[config.mk]
export PLATFORM = sky130hd
export DESIGN_NAME = hazard_scoreboard
export DESIGN_NICKNAME = d
export VERILOG_FILES = /design/src/rtl/hazard_scoreboard.sv
export SDC_FILE = /design/constraint.sdc
export NUM_CORES = 1
export LEC_CHECK = 0
export CORE_AREA = 2 2 78 80
export DETAILED_ROUTE_END_ITERATION = 12
export DIE_AREA = 0 0 80 82
export GPL_TIMING_DRIVEN = 0
export PLACE_DENSITY = 0.88
export SETUP_SLACK_MARGIN = 0.1
export SYNTH_ARGS = -nofsm -noshare
export SYNTH_HDL_FRONTEND = slang
export SYNTH_SLANG_ARGS = --single-unit
export TNS_END_PERCENT = 1
[constraint.sdc]
create_clock -name clk -period 2.65 [get_ports clk]
set_input_delay 0.53 -clock clk [delete_from_list [all_inputs] [get_ports clk]]
set_output_delay 0.53 -clock clk [all_outputs]
set_load 0.01 [all_outputs]
[src/rtl/hazard_scoreboard.sv]
// hazard_scoreboard: tracks DEPTH in-flight instructions after ID (0 = EX ...
// DEPTH-1 = WB), detects read-after-write hazards for the instruction in ID,
// produces the stall/bubble request, the EX operand forwarding selects and a
// saturating count of stalled cycles.
//
// Build option:
//   HAZARD_SCOREBOARD_FWD_EN defined   - forwarding pipeline; only load-use
//                                        (producer load in EX) stalls, and
//                                        fwd_sel_1/2 pick the youngest producer.
//   HAZARD_SCOREBOARD_FWD_EN undefined - no forwarding; any in-flight producer
//                                        stalls, fwd_sel_1/2 are tied to 0.
//
// Ports:
//   clk, arst_n          clock, asynchronous active-low reset
//   enable               pipeline advance; low freezes entries and counter
//   id_valid             ID holds a real instruction
//   id_rs1/2, id_use_*   ID source registers and their read enables
//   id_rd, id_reg_write, id_mem_read   ID destination and control bits
//   flush                branch taken in stage FLUSH_STAGE
//   stall                combinational: hold IF/ID, bubble into EX
//   fwd_sel_1/2          combinational EX operand source (0 = regfile, k = stage k)
//   stall_count          registered saturating stalled-cycle count
module hazard_scoreboard #(
    parameter int unsigned DEPTH       = 3,
    parameter int unsigned REG_ADDR_W  = 5,
    parameter int unsigned FLUSH_STAGE = 1,
    parameter int unsigned CNT_W       = 32
) (
    input  logic                  clk,
    input  logic                  arst_n,
    input  logic                  enable,
    input  logic                  id_valid,
    input  logic [REG_ADDR_W-1:0] id_rs1,
    input  logic [REG_ADDR_W-1:0] id_rs2,
    input  logic                  id_use_rs1,
    input  logic                  id_use_rs2,
    input  logic [REG_ADDR_W-1:0] id_rd,
    input  logic                  id_reg_write,
    input  logic                  id_mem_read,
    input  logic                  flush,
    output logic                  stall,
    output logic [2:0]            fwd_sel_1,
    output logic [2:0]            fwd_sel_2,
    output logic [CNT_W-1:0]      stall_count
);

    typedef struct packed {
        logic                  valid;
        logic [REG_ADDR_W-1:0] rd;
        logic                  reg_write;
        logic                  mem_read;
        logic [REG_ADDR_W-1:0] rs1;
        logic [REG_ADDR_W-1:0] rs2;
        logic                  use_rs1;
        logic                  use_rs2;
    } entry_t;

    entry_t ent_q [DEPTH];
    entry_t ent_d [DEPTH];
    entry_t id_ent;
    logic   hazard;
    logic   unused_bits;

    // An entry produces r when it will write a non-zero destination equal to r.
    function automatic logic produces(input entry_t e, input logic [REG_ADDR_W-1:0] r);
        return e.valid && e.reg_write && (e.rd == r) && (e.rd != '0);
    endfunction

    // Pack the ID fields into an entry.
    always_comb begin
        id_ent           = '0;
        id_ent.valid     = 1'b1;
        id_ent.rd        = id_rd;
        id_ent.reg_write = id_reg_write;
        id_ent.mem_read  = id_mem_read;
        id_ent.rs1       = id_rs1;
        id_ent.rs2       = id_rs2;
        id_ent.use_rs1   = id_use_rs1;
        id_ent.use_rs2   = id_use_rs2;
    end

    // Hazard detection against the policy's stage set.
    always_comb begin
        hazard = 1'b0;
`ifdef HAZARD_SCOREBOARD_FWD_EN
        // Only a load sitting in EX cannot be forwarded in time.
        if (id_valid && ent_q[0].mem_read) begin
            if (id_use_rs1 && produces(ent_q[0], id_rs1)) hazard = 1'b1;
            if (id_use_rs2 && produces(ent_q[0], id_rs2)) hazard = 1'b1;
        end
`else
        for (int unsigned i = 0; i < DEPTH; i++) begin
            if (id_valid) begin
                if (id_use_rs1 && produces(ent_q[i], id_rs1)) hazard = 1'b1;
                if (id_use_rs2 && produces(ent_q[i], id_rs2)) hazard = 1'b1;
            end
        end
`endif
    end

    // A flush squashes the ID instruction anyway, so it overrides the stall.
    assign stall = hazard && !flush;

    // Forward select: scan oldest to youngest so the youngest producer wins.
    always_comb begin
        fwd_sel_1 = 3'd0;
        fwd_sel_2 = 3'd0;
`ifdef HAZARD_SCOREBOARD_FWD_EN
        for (int k = int'(DEPTH) - 1; k >= 1; k--) begin
            if (ent_q[0].valid && ent_q[0].use_rs1 && produces(ent_q[k], ent_q[0].rs1))
                fwd_sel_1 = 3'(k);
            if (ent_q[0].valid && ent_q[0].use_rs2 && produces(ent_q[k], ent_q[0].rs2))
                fwd_sel_2 = 3'(k);
        end
`endif
    end

    // Next pipeline contents: shift, insert ID or a bubble, squash on flush.
    always_comb begin
        ent_d[0] = (id_valid && !stall && !flush) ? id_ent : '0;
        for (int unsigned i = 1; i < DEPTH; i++) begin
            ent_d[i] = ent_q[i-1];
        end
        if (flush) begin
            for (int unsigned i = 0; i < DEPTH; i++) begin
                if (i <= FLUSH_STAGE) ent_d[i] = '0;
            end
        end
    end

    // Pipeline entries and stall counter.
    always_ff @(posedge clk or negedge arst_n) begin
        if (!arst_n) begin
            ent_q       <= '{default: '0};
            stall_count <= '0;
        end else if (enable) begin
            ent_q <= ent_d;
            if (stall && (stall_count != '1)) begin
                stall_count <= stall_count + CNT_W'(1);
            end
        end
    end

    // Not every stored field is consumed in every build/stage.
    always_comb begin
        unused_bits = 1'b0;
        for (int unsigned i = 0; i < DEPTH; i++) begin
            unused_bits = unused_bits ^ (^ent_q[i]);
        end
    end

endmodule

==> summary.md <==
| Metric | Value |
|---|---|
| Clock transition at path regs | `roughly 100 ps` |
| Post-synthesis sequential area ratio | `0.465` |
| Fin. max-slew vios | `0` |
| CP Launch Type | `flop` |
| Initial cell density of the core | `0.497` |
| Vias per cell | `between 5 and 6` |
| Global-route wire length before repair | `between 10 and 15 mm` |
| Clock tree buffer depth | `2` |
| H-tree depth | `2` |
| DIE AREA | `6560 µm²` |
| Tmin final | `2860 ps` |
| Fin nets | `approximately 380` |
| PortBufs | `54` |
| Area fraction of the dominant cell type after synthesis | `0.465` |
| Crit Path Class | `flop to output pin` |
| Final antenna-violating net count | `0` |
| 1st-iter DRT viols | `between 150 and 200` |
| Post-Route WL | `roughly 7.1 mm` |
| Synth Instances | `~280` |
| Worst r2r dst | `stall_count[7]$_DFFE_PN0P_` |
| Slowest cell on crit path | `dfrtp_2` |
| Psw | `about 370 µW` |
| Final setup fails | `1` |
| Vias in the first global route | `about 2400` |
| Detailed placement HPWL | `4.98 mm` |
| Die Y | `between 80 and 90 µm` |
| Setup TNS | `-212 ps` |
| Fin crit share | `1.08` |
| DRC Markers | `0` |
| Routability cong. | `between 0.9 and 1` |
| CP Buf/Inv Count | `3` |
| Final Skew | `roughly 13 ps` |
| Critical path's largest stage delay | `420 ps` |
| Max Fclk | `349 MHz` |
| Final Power | `1590 µW` |
| Core box area | `approximately 5700 µm²` |
| TritonCTS Buffers | `5` |
| Finished Core Util | `0.657` |
| Worst slack, placed | `-905 ps` |
| Routed wire per std cell | `around 16 µm` |
| Peak VDD IR | `roughly 0.00022 V` |
| Top-count cell post-synth | `dfrtp_1` |
| Reg power frac | `0.533` |
| Relative slew slack | `0.566` |
| Die Wd | `80 µm` |
| RSZ-0062 raised after global routing | `true` |
| Asr flop ratio synth | `1.00` |
| R2R setup slack | `about 20 ps` |
| Cell taking the most area after synthesis | `dfrtp_1` |
| Sw Ratio | `0.230` |
| Largest net degree at the start of global routing | `43` |
| Worst Path Required | `between 2000 and 2500 ps` |
| Min-delay worst type | `primary input to asynchronous set/reset pin` |
| Crit Path Max Fanout | `5` |
| Post-Syn Area | `around 2900 µm²` |
| Grt ovf | `0` |
| Synth cell count leaders | `dfrtp_1, xnor2_1, xor2_1, nor3_1, nand2_1` |
| Commonest register cell after synthesis | `dfrtp_1` |
| # hold bufs at CTS | `0` |
| Worst R2R Path Depth | `9` |
| Row count | `28` |
| Leak pwr | `0.00172 µW` |
| Hold Fails Final Rpt | `0` |
| GRT Total Usage | `0.216` |
| Critical-path cell list | `or3_1 -> o311a_1 -> a222oi_1 -> buf_4 -> buf_8 -> nor3b_4 -> buf_2` |
| P_int | `about 1200 µW` |
| Sink Count | `53` |
| Status | `finished with violations` |
| Number of diodes | `0` |
| DR pass1 iterations | `4` |
| Tightest Pin Transition | `~650 ps` |
| Initial antenna violation count | `0` |
| Power per cell area | `420 nW/µm²` |
| Critical Path End Type | `output pin` |
| Synth area leaders | `dfrtp_1, xnor2_1, xor2_1` |
| Synth cell types | `36` |
| Fillers | `458` |
| I/O Pins | `63` |
| Share of layout cells above drive strength 1 | `0.144` |
| Design area | `around 3800 µm²` |
| Clock Power Share | `0.358` |
| Comb power frac | `0.109` |
| Failing checks | `negative setup slack` |
| Root buffer cell | `clkbuf_8` |
| Seq cells post-synth | `53` |
| Area after DPL | `3520 µm²` |
| Delay-heaviest family, CP | `compound AO/OA/AOI/OAI gates` |
| Number of max-cap violations | `0` |
| Final worst setup slack | `-212 ps` |
| Post-synth EDFFs | `0` |
| Worst r2r src | `ent_q[54]$_DFFE_PN0P_` |
| Worst Path Arrival | `between 2000 and 2500 ps` |
| TritonCTS clock tree | `built` |
| Average size of a mapped cell | `10.2 µm²` |
| YS warnings | `0` |
| Vias | `about 2400` |
| Synthesis-to-layout area growth | `32.3%` |
| Clock Latency Late Sink | `slightly above 300 ps` |
worst max path at each step:
| stage | endpoint | cells after the start | from | slack, ps |
|---|---|---|---|---|
| floorplan | stall | 5 | ent_q[54]$_DFFE_PN0P_ | 190 |
| global placement | stall | 8 | id_rs1[4] | -820 |
| detailed placement | stall | 8 | id_rs2[3] | -910 |
| CTS | stall | 7 | ent_q[54]$_DFFE_PN0P_ | -130 |
| global route | stall | 7 | ent_q[54]$_DFFE_PN0P_ | -240 |
| finish | stall | 7 | ent_q[54]$_DFFE_PN0P_ | -210 |
logic make-up (layout without fill, tap and decap cells):
family	Yosys count	count (layout)	synth area share
fa+ha+maj	1	1	0.00438
compound gates	21	21	0.0535
flops	53	53	0.465
buf+inv	26	100	0.0429
simple gates	110	110	0.215
other cells	1	6	0.00131
mux	8	8	0.0316
xor+xnor	61	61	0.187
what timing repair did:
item                       CTS  global route
resized for setup           21            11
setup endpoints to repair   36            31
pin swaps                    2             2
buffers inserted             5             6
area by class of cell:
type	count	area, µm²	area share
well taps	75	93.8	0.0248
clock inverters	2	37.5	0.00994
clock buffers	6	82.6	0.0219
multi-input cells	207	1470	0.390
repair buffers	66	624	0.165
flip-flops and latches	53	1330	0.352
inverters	9	33.8	0.00894
plain buffers	17	101	0.0268
cell usage in the layout (no fill, tap or decap), types with 3 or more instances in the layout:
cell             count
a22o_1               6
and3_1               4
buf_2                3
buf_4               17
clkbuf_1             7
clkbuf_8             6
clkdlybuf4s50_1     42
conb_1               6
dfrtp_1             50
dfrtp_2              3
dlygate4sd2_1        9
inv_1                8
mux2_2               7
nand2_1             18
nand3_1             15
nand3b_1             8
nand4_1             13
nor2_1               4
nor3_1              22
nor4_1               6
nor4_2               3
o21ai_0              7
o22ai_1              3
or3_1                3
xnor2_1             32
xor2_1              29
power by group through the flow:
stage	Sequential [µW]	Combinational (µW)	Clock (µW)
finish	847	173	568
global route	850	189	609
CTS	848	169	581
detailed placement	866	165	0
global placement	864	157	0
floorplan	859	89.2	0
metal layers:
| layer | track usage | share of wire | vias to the layer above |
|---|---|---|---|
| met5 | 0 | 0 | - |
| met4 | 0.0746 | 0.019 | 0 |
| met3 | 0.0396 | 0.059 | 14 |
| met2 | 0.380 | 0.49 | 90 |
| met1 | 0.267 | 0.43 | 1185 |
| li1 | - | - | 1135 |
state kept, by name, summed over array words and instances, names as in the netlist:
name	cells
ent_d	7
ent_q	14
stall_count	32
through the flow:
stage / hold slack, ps / instances
after floorplan: 234 / 286
after global placement: 474 / 415
after detailed placement: 431 / 416
after CTS: 84.2 / 429
after global routing: 87.7 / 435
final: 88.6 / 435
No activity file was read; power rests on OpenSTA's default activity.
